[config.mk]
export PLATFORM = sky130hd
export DESIGN_NAME = mem_arbiter
export DESIGN_NICKNAME = d
export VERILOG_FILES = /design/src/rtl/mem_arbiter.sv
export SDC_FILE = /design/constraint.sdc
export NUM_CORES = 1
export LEC_CHECK = 0
export CAP_MARGIN = 20
export CORE_AREA = 4 4 299 301
export CTS_BUF_LIST = sky130_fd_sc_hd__clkbuf_4
export DETAILED_ROUTE_END_ITERATION = 8
export DIE_AREA = 0 0 303 305
export GPL_TIMING_DRIVEN = 0
export MAX_ROUTING_LAYER = met4
export PLACE_DENSITY = 0.38
export SYNTH_ARGS = -nofsm -noshare
export SYNTH_HDL_FRONTEND = slang
export SYNTH_SLANG_ARGS = --single-unit
[constraint.sdc]
create_clock -name clk -period 2.87 [get_ports clk]
set_input_delay 0.574 -clock clk [delete_from_list [all_inputs] [get_ports clk]]
set_output_delay 0.574 -clock clk [all_outputs]
set_load 0.005 [all_outputs]
[src/rtl/mem_arbiter.sv]
// rtl/mem_arbiter.sv - I-cache/D-cache main-memory arbiter; optional perf counters under MEM_ARB_PERF_EN
module mem_arbiter #(
  parameter int ADDR_W   = 28,
  parameter int DATA_W   = 128,
  parameter int MAX_WAIT = 4
) (
  input  logic                  clk,
  input  logic                  reset,
  input  logic                  ic_req_valid,
  input  logic [ADDR_W-1:0]     ic_req_addr,
  output logic                  ic_req_ready,
  output logic                  ic_resp_valid,
  output logic [DATA_W-1:0]     ic_resp_data,
  input  logic                  dc_req_valid,
  input  logic                  dc_req_rw,
  input  logic [ADDR_W-1:0]     dc_req_addr,
  input  logic [DATA_W-1:0]     dc_req_data,
  input  logic [DATA_W/8-1:0]   dc_req_mask,
  output logic                  dc_req_ready,
  output logic                  dc_resp_valid,
  output logic [DATA_W-1:0]     dc_resp_data,
  output logic                  mem_req_valid,
  input  logic                  mem_req_ready,
  output logic                  mem_req_rw,
  output logic [ADDR_W-1:0]     mem_req_addr,
  output logic [DATA_W-1:0]     mem_req_data,
  output logic [DATA_W/8-1:0]   mem_req_mask,
  input  logic                  mem_resp_valid,
  input  logic [DATA_W-1:0]     mem_resp_data,
  output logic [3:0]            ic_wait_cnt
`ifdef MEM_ARB_PERF_EN
  ,
  output logic [31:0]           perf_ic_grants,
  output logic [31:0]           perf_dc_grants,
  output logic [31:0]           perf_conflicts
`endif
);

  typedef enum logic [1:0] {IDLE, ISSUE, WAIT_RESP} state_t;
  typedef enum logic {OWN_DC, OWN_IC} owner_t;

  localparam logic [3:0] MAX_WAIT_C = 4'(MAX_WAIT);

  state_t     state, state_nxt;
  owner_t     owner, owner_nxt;
  logic [3:0] wait_nxt;
  logic       grant_ic;
  logic       decide;

  // Read data fans out to both caches; only the valids are steered
  assign ic_resp_data = mem_resp_data;
  assign dc_resp_data = mem_resp_data;

  // IDLE arbitration: D-cache has priority unless the I-cache has lost MAX_WAIT times in a row
  always_comb begin
    grant_ic = ic_req_valid && (!dc_req_valid || ic_wait_cnt == MAX_WAIT_C);
    decide   = (state == IDLE) && (ic_req_valid || dc_req_valid);
  end

  // Next state, owner, starvation count and the owner-muxed request/response handshakes
  always_comb begin
    state_nxt     = state;
    owner_nxt     = owner;
    wait_nxt      = ic_wait_cnt;
    mem_req_valid = 1'b0;
    ic_req_ready  = 1'b0;
    dc_req_ready  = 1'b0;
    ic_resp_valid = 1'b0;
    dc_resp_valid = 1'b0;
    if (owner == OWN_IC) begin
      mem_req_rw   = 1'b0;
      mem_req_addr = ic_req_addr;
      mem_req_data = '0;
      mem_req_mask = '0;
    end else begin
      mem_req_rw   = dc_req_rw;
      mem_req_addr = dc_req_addr;
      mem_req_data = dc_req_data;
      mem_req_mask = dc_req_mask;
    end
    case (state)
      IDLE: begin
        if (decide) begin
          state_nxt = ISSUE;
          owner_nxt = grant_ic ? OWN_IC : OWN_DC;
          if (grant_ic)
            wait_nxt = 4'd0;
          else if (ic_req_valid && ic_wait_cnt != MAX_WAIT_C)
            wait_nxt = ic_wait_cnt + 4'd1;
        end
      end
      ISSUE: begin
        mem_req_valid = 1'b1;
        if (owner == OWN_IC) ic_req_ready = mem_req_ready;
        else                 dc_req_ready = mem_req_ready;
        if (mem_req_ready)
          state_nxt = mem_req_rw ? IDLE : WAIT_RESP;
      end
      WAIT_RESP: begin
        if (mem_resp_valid) begin
          if (owner == OWN_IC) ic_resp_valid = 1'b1;
          else                 dc_resp_valid = 1'b1;
          state_nxt = IDLE;
        end
      end
      default: state_nxt = IDLE;
    endcase
  end

  // State, owner and starvation count; reset abandons any in-flight transaction
  always_ff @(posedge clk or posedge reset) begin
    if (reset) begin
      state       <= IDLE;
      owner       <= OWN_DC;
      ic_wait_cnt <= 4'd0;
    end else begin
      state       <= state_nxt;
      owner       <= owner_nxt;
      ic_wait_cnt <= wait_nxt;
    end
  end

`ifdef MEM_ARB_PERF_EN
  // Wrapping grant and conflict counters, stepped on each IDLE decision
  always_ff @(posedge clk or posedge reset) begin
    if (reset) begin
      perf_ic_grants <= '0;
      perf_dc_grants <= '0;
      perf_conflicts <= '0;
    end else if (decide) begin
      if (grant_ic) perf_ic_grants <= perf_ic_grants + 32'd1;
      else          perf_dc_grants <= perf_dc_grants + 32'd1;
      if (ic_req_valid && dc_req_valid) perf_conflicts <= perf_conflicts + 32'd1;
    end
  end
`endif

endmodule

==> impl_metrics.env <==
export IMPL_clock_latency_ns=0.26
export IMPL_io_buffers=643
export IMPL_core_um2=86600
export IMPL_ys_seq_area_share_pct=4.78
export IMPL_status="completed"
export IMPL_yosysTopAreaCell="buf_4"
export IMPL_startpoint_type="flop"
export IMPL_cts_buffer_depth=2
export IMPL_fin_worst_skew_ns=0.00991
export IMPL_dieArea_um2=92400
export IMPL_num_vias=5418
export IMPL_yosysWarnings=0
export IMPL_cts_tree="built"
export IMPL_ys_types=28
export IMPL_finalCritPeriodShare_pct=97.5
export IMPL_clock_sinks=7
export IMPL_avgSynthCellArea_um2=7.39
export IMPL_initial_utilization_pct=4.23
export IMPL_synthesis_nets=833
export IMPL_finalMaxSlewViolations=0
export IMPL_syn_inst=496
export IMPL_grt_pass1_vias=5952
export IMPL_critPathArrivalTime_ns=2.22
export IMPL_leakage_uw=0.00448
export IMPL_place_area_um2=11500
export IMPL_die_h_um=305
export IMPL_crit_type="flop to output pin"
export IMPL_grt_pass1_wl_mm=40.8
export IMPL_peakVddDrop_v=0.000214
export IMPL_cp_cell_sequence="buf_2, buf_6, clkbuf_2, nor2b_1, clkdlybuf4s50_1"
export IMPL_initialDrtViolationCount=106
export IMPL_ant_nets=0
export IMPL_core_rowCount=108
export IMPL_path_clk_slew_ns=0.06
export IMPL_vias_per_cell=2.35
export IMPL_wl_per_cell_um=13.8
export IMPL_crit_path_end_kind="output pin"
export IMPL_rsz0062_at_grt="false"
export IMPL_area_delta_synth_final_pct=217
export IMPL_cap_viol_max_count=0
export IMPL_slowest_delay_ns=0.59
export IMPL_r2r_slack_ns=1.58
export IMPL_synth_top_area_share_pct=52.7
export IMPL_grt_total_usage_pct=6.23
export IMPL_cts_setup_buffers=0
export IMPL_firstDrtPassIters=4
export IMPL_worstMarginPinSlew_ns=0.498
export IMPL_fp_dieW_um=303
export IMPL_routed_wl_mm=31.7
export IMPL_gp_congestion=0.827
export IMPL_crit_buf_inv=4
export IMPL_fin_crit_ns=2.80
export IMPL_final_hold_violation_count=0
export IMPL_grt_ovfl_total=0
export IMPL_cts_root_buf="clkbuf_4"
export IMPL_powerDensity_nw_per_um2=328
export IMPL_synth_seq_cells=7
export IMPL_synthTopCellsByArea="buf_4 (53%), nor2b_1 (25%), mux2_2 (8.6%)"
export IMPL_syn_area_um2=3660
export IMPL_drc=0
export IMPL_antenna_found_initial=9
export IMPL_nNetsFinal=1480
export IMPL_min_path_type="flop to flop"
export IMPL_grt_max_degree=20
export IMPL_cp_max_fo=10
export IMPL_relSlewSlack_pct=66.8
export IMPL_final_cell_area_um2=11600
export IMPL_cts_buffers=3
export IMPL_io_pins=773
export IMPL_dp_hpwl_mm=29.7
export IMPL_setup_viol=0
export IMPL_drive_gt1_share_pct=27.2
export IMPL_critPathRequiredTime_ns=2.30
export IMPL_max_freq_mhz=358
export IMPL_htreeDepth=1
export IMPL_critPathTopFamily="buffers and inverters"
export IMPL_worst_hold_slack_ns=0.562
export IMPL_critPathSlowestCell="clkdlybuf4s50_1"
[where the power goes]
| part | internal [uW] | switching, uW |
|---|---|---|
| Sequential | 131 | 27.7 |
| Combinational | 2200 | 1360 |
| Clock | 62.6 | 37.7 |
[Yosys cell counts]
library cell  number
o21ai_0            3
mux2i_1            1
buf_4            257
mux2_2            28
nor2_1             1
buf_6              1
nand4_1            1
nor3b_2            1
a31oi_1            2
buf_2              5
nor3_1             2
a211oi_1           1
nand2b_1           3
inv_1              5
and4b_1            1
or3b_4             1
dfrtp_1            7
o22ai_1            1
o32ai_1            1
clkbuf_1          16
a21o_1             1
nor3b_1            2
ha_1               2
nand3b_1           1
nand2_1            2
nand3_1            3
a21oi_1            1
nor2b_1          146
[worst reg2reg max path, delay by kind of cell, from the launching register on]
family,cells,cell delay [ns]
AO/OA/AOI/OAI,1,0.18
buffers and inverters,2,0.74
flip-flops,1,0.31
[state kept, by name, summed over array words and instances, names as in the netlist]
register / flops
ic_wait_cnt: 4
owner: 1
state: 2
[per-stage QoR]
step	cells	TNS, ns	utilization (%)	power [uW]	setup slack, ns
floorplan	496	0	-	1370	1.23
global placement	2294	-0.612	13.3	3820	-0.402
CTS	2297	0	13.4	3930	0.0583
global route	2302	0	13.4	4110	0.00675
detailed placement	2294	-0.692	13.3	3770	-0.418
finish	2303	0	13.4	3810	0.0731
[worst paths after layout]
check,from,to,depth (start not counted)
worst min register to register,ic_wait_cnt[2]$_DFFE_PP0P_,ic_wait_cnt[2]$_DFFE_PP0P_,1
worst max-delay path,owner$_DFFE_PP0P_,mem_req_data[90],5
max in group asynchronous,reset,owner$_DFFE_PP0P_,2
min in group asynchronous,reset,ic_wait_cnt[0]$_DFFE_PP0P_,2
worst max register to register,owner$_DFFE_PP0P_,owner$_DFFE_PP0P_,3
worst min-delay path,ic_wait_cnt[2]$_DFFE_PP0P_,ic_wait_cnt[2]$_DFFE_PP0P_,1
[per-layer routing]
| layer | part of all wire [%] | up-vias | global-route usage (%) | wire [um] |
|---|---|---|---|---|
| li1 | - | 2572 | - | - |
| met1 | 32 | 2401 | 5.07 | 10300 |
| met2 | 55 | 422 | 12.8 | 17500 |
| met3 | 10 | 23 | 2.44 | 3220 |
| met4 | 2.4 | 0 | 1.49 | 767 |
| met5 | 0 | - | - | 0 |
[logic make-up (layout without fill, tap and decap cells)]
| group | Yosys count | count (layout) | share of synthesized area, % |
|---|---|---|---|
| compound gates | 10 | 10 | 1.71 |
| fa+ha+maj | 2 | 2 | 0.683 |
| buf+inv | 284 | 930 | 55.8 |
| flops | 7 | 7 | 4.78 |
| mux | 29 | 29 | 8.88 |
| other cells | 0 | 6 | 0 |
| simple gates | 164 | 164 | 28.1 |
[cell usage in the layout, fill, tap and decap left out, types with 3 or more instances in the layout]
| cell | count |
|---|---|
| buf_2 | 4 |
| buf_4 | 257 |
| clkbuf_1 | 6 |
| clkbuf_2 | 8 |
| clkbuf_4 | 5 |
| clkdlybuf4s50_1 | 640 |
| dfrtp_1 | 7 |
| diode_2 | 6 |
| dlygate4sd2_1 | 3 |
| inv_1 | 5 |
| mux2_2 | 28 |
| nand2b_1 | 3 |
| nand3_1 | 3 |
| nor2b_1 | 141 |
| nor2b_2 | 4 |
| o21ai_0 | 3 |
[layout make-up]
type                       instances  area, um2
antenna                            6       15.0
multi-input combinational        205       1460
fill                            9907      75000
inverter                           5       18.8
clock buffer                       4       30.0
sequential                         7        175
buffer                           278       2040
timing repair buffer             643       6430
tap                             1155       1450
[repair_timing]
item | 4_1_cts | 5_1_grt
endpoints found under the setup margin | 113 | 2
gates resized for setup | 20 | 2
hold buffers | 0 | 0
Note: power is estimated with default switching activity, not from simulation.
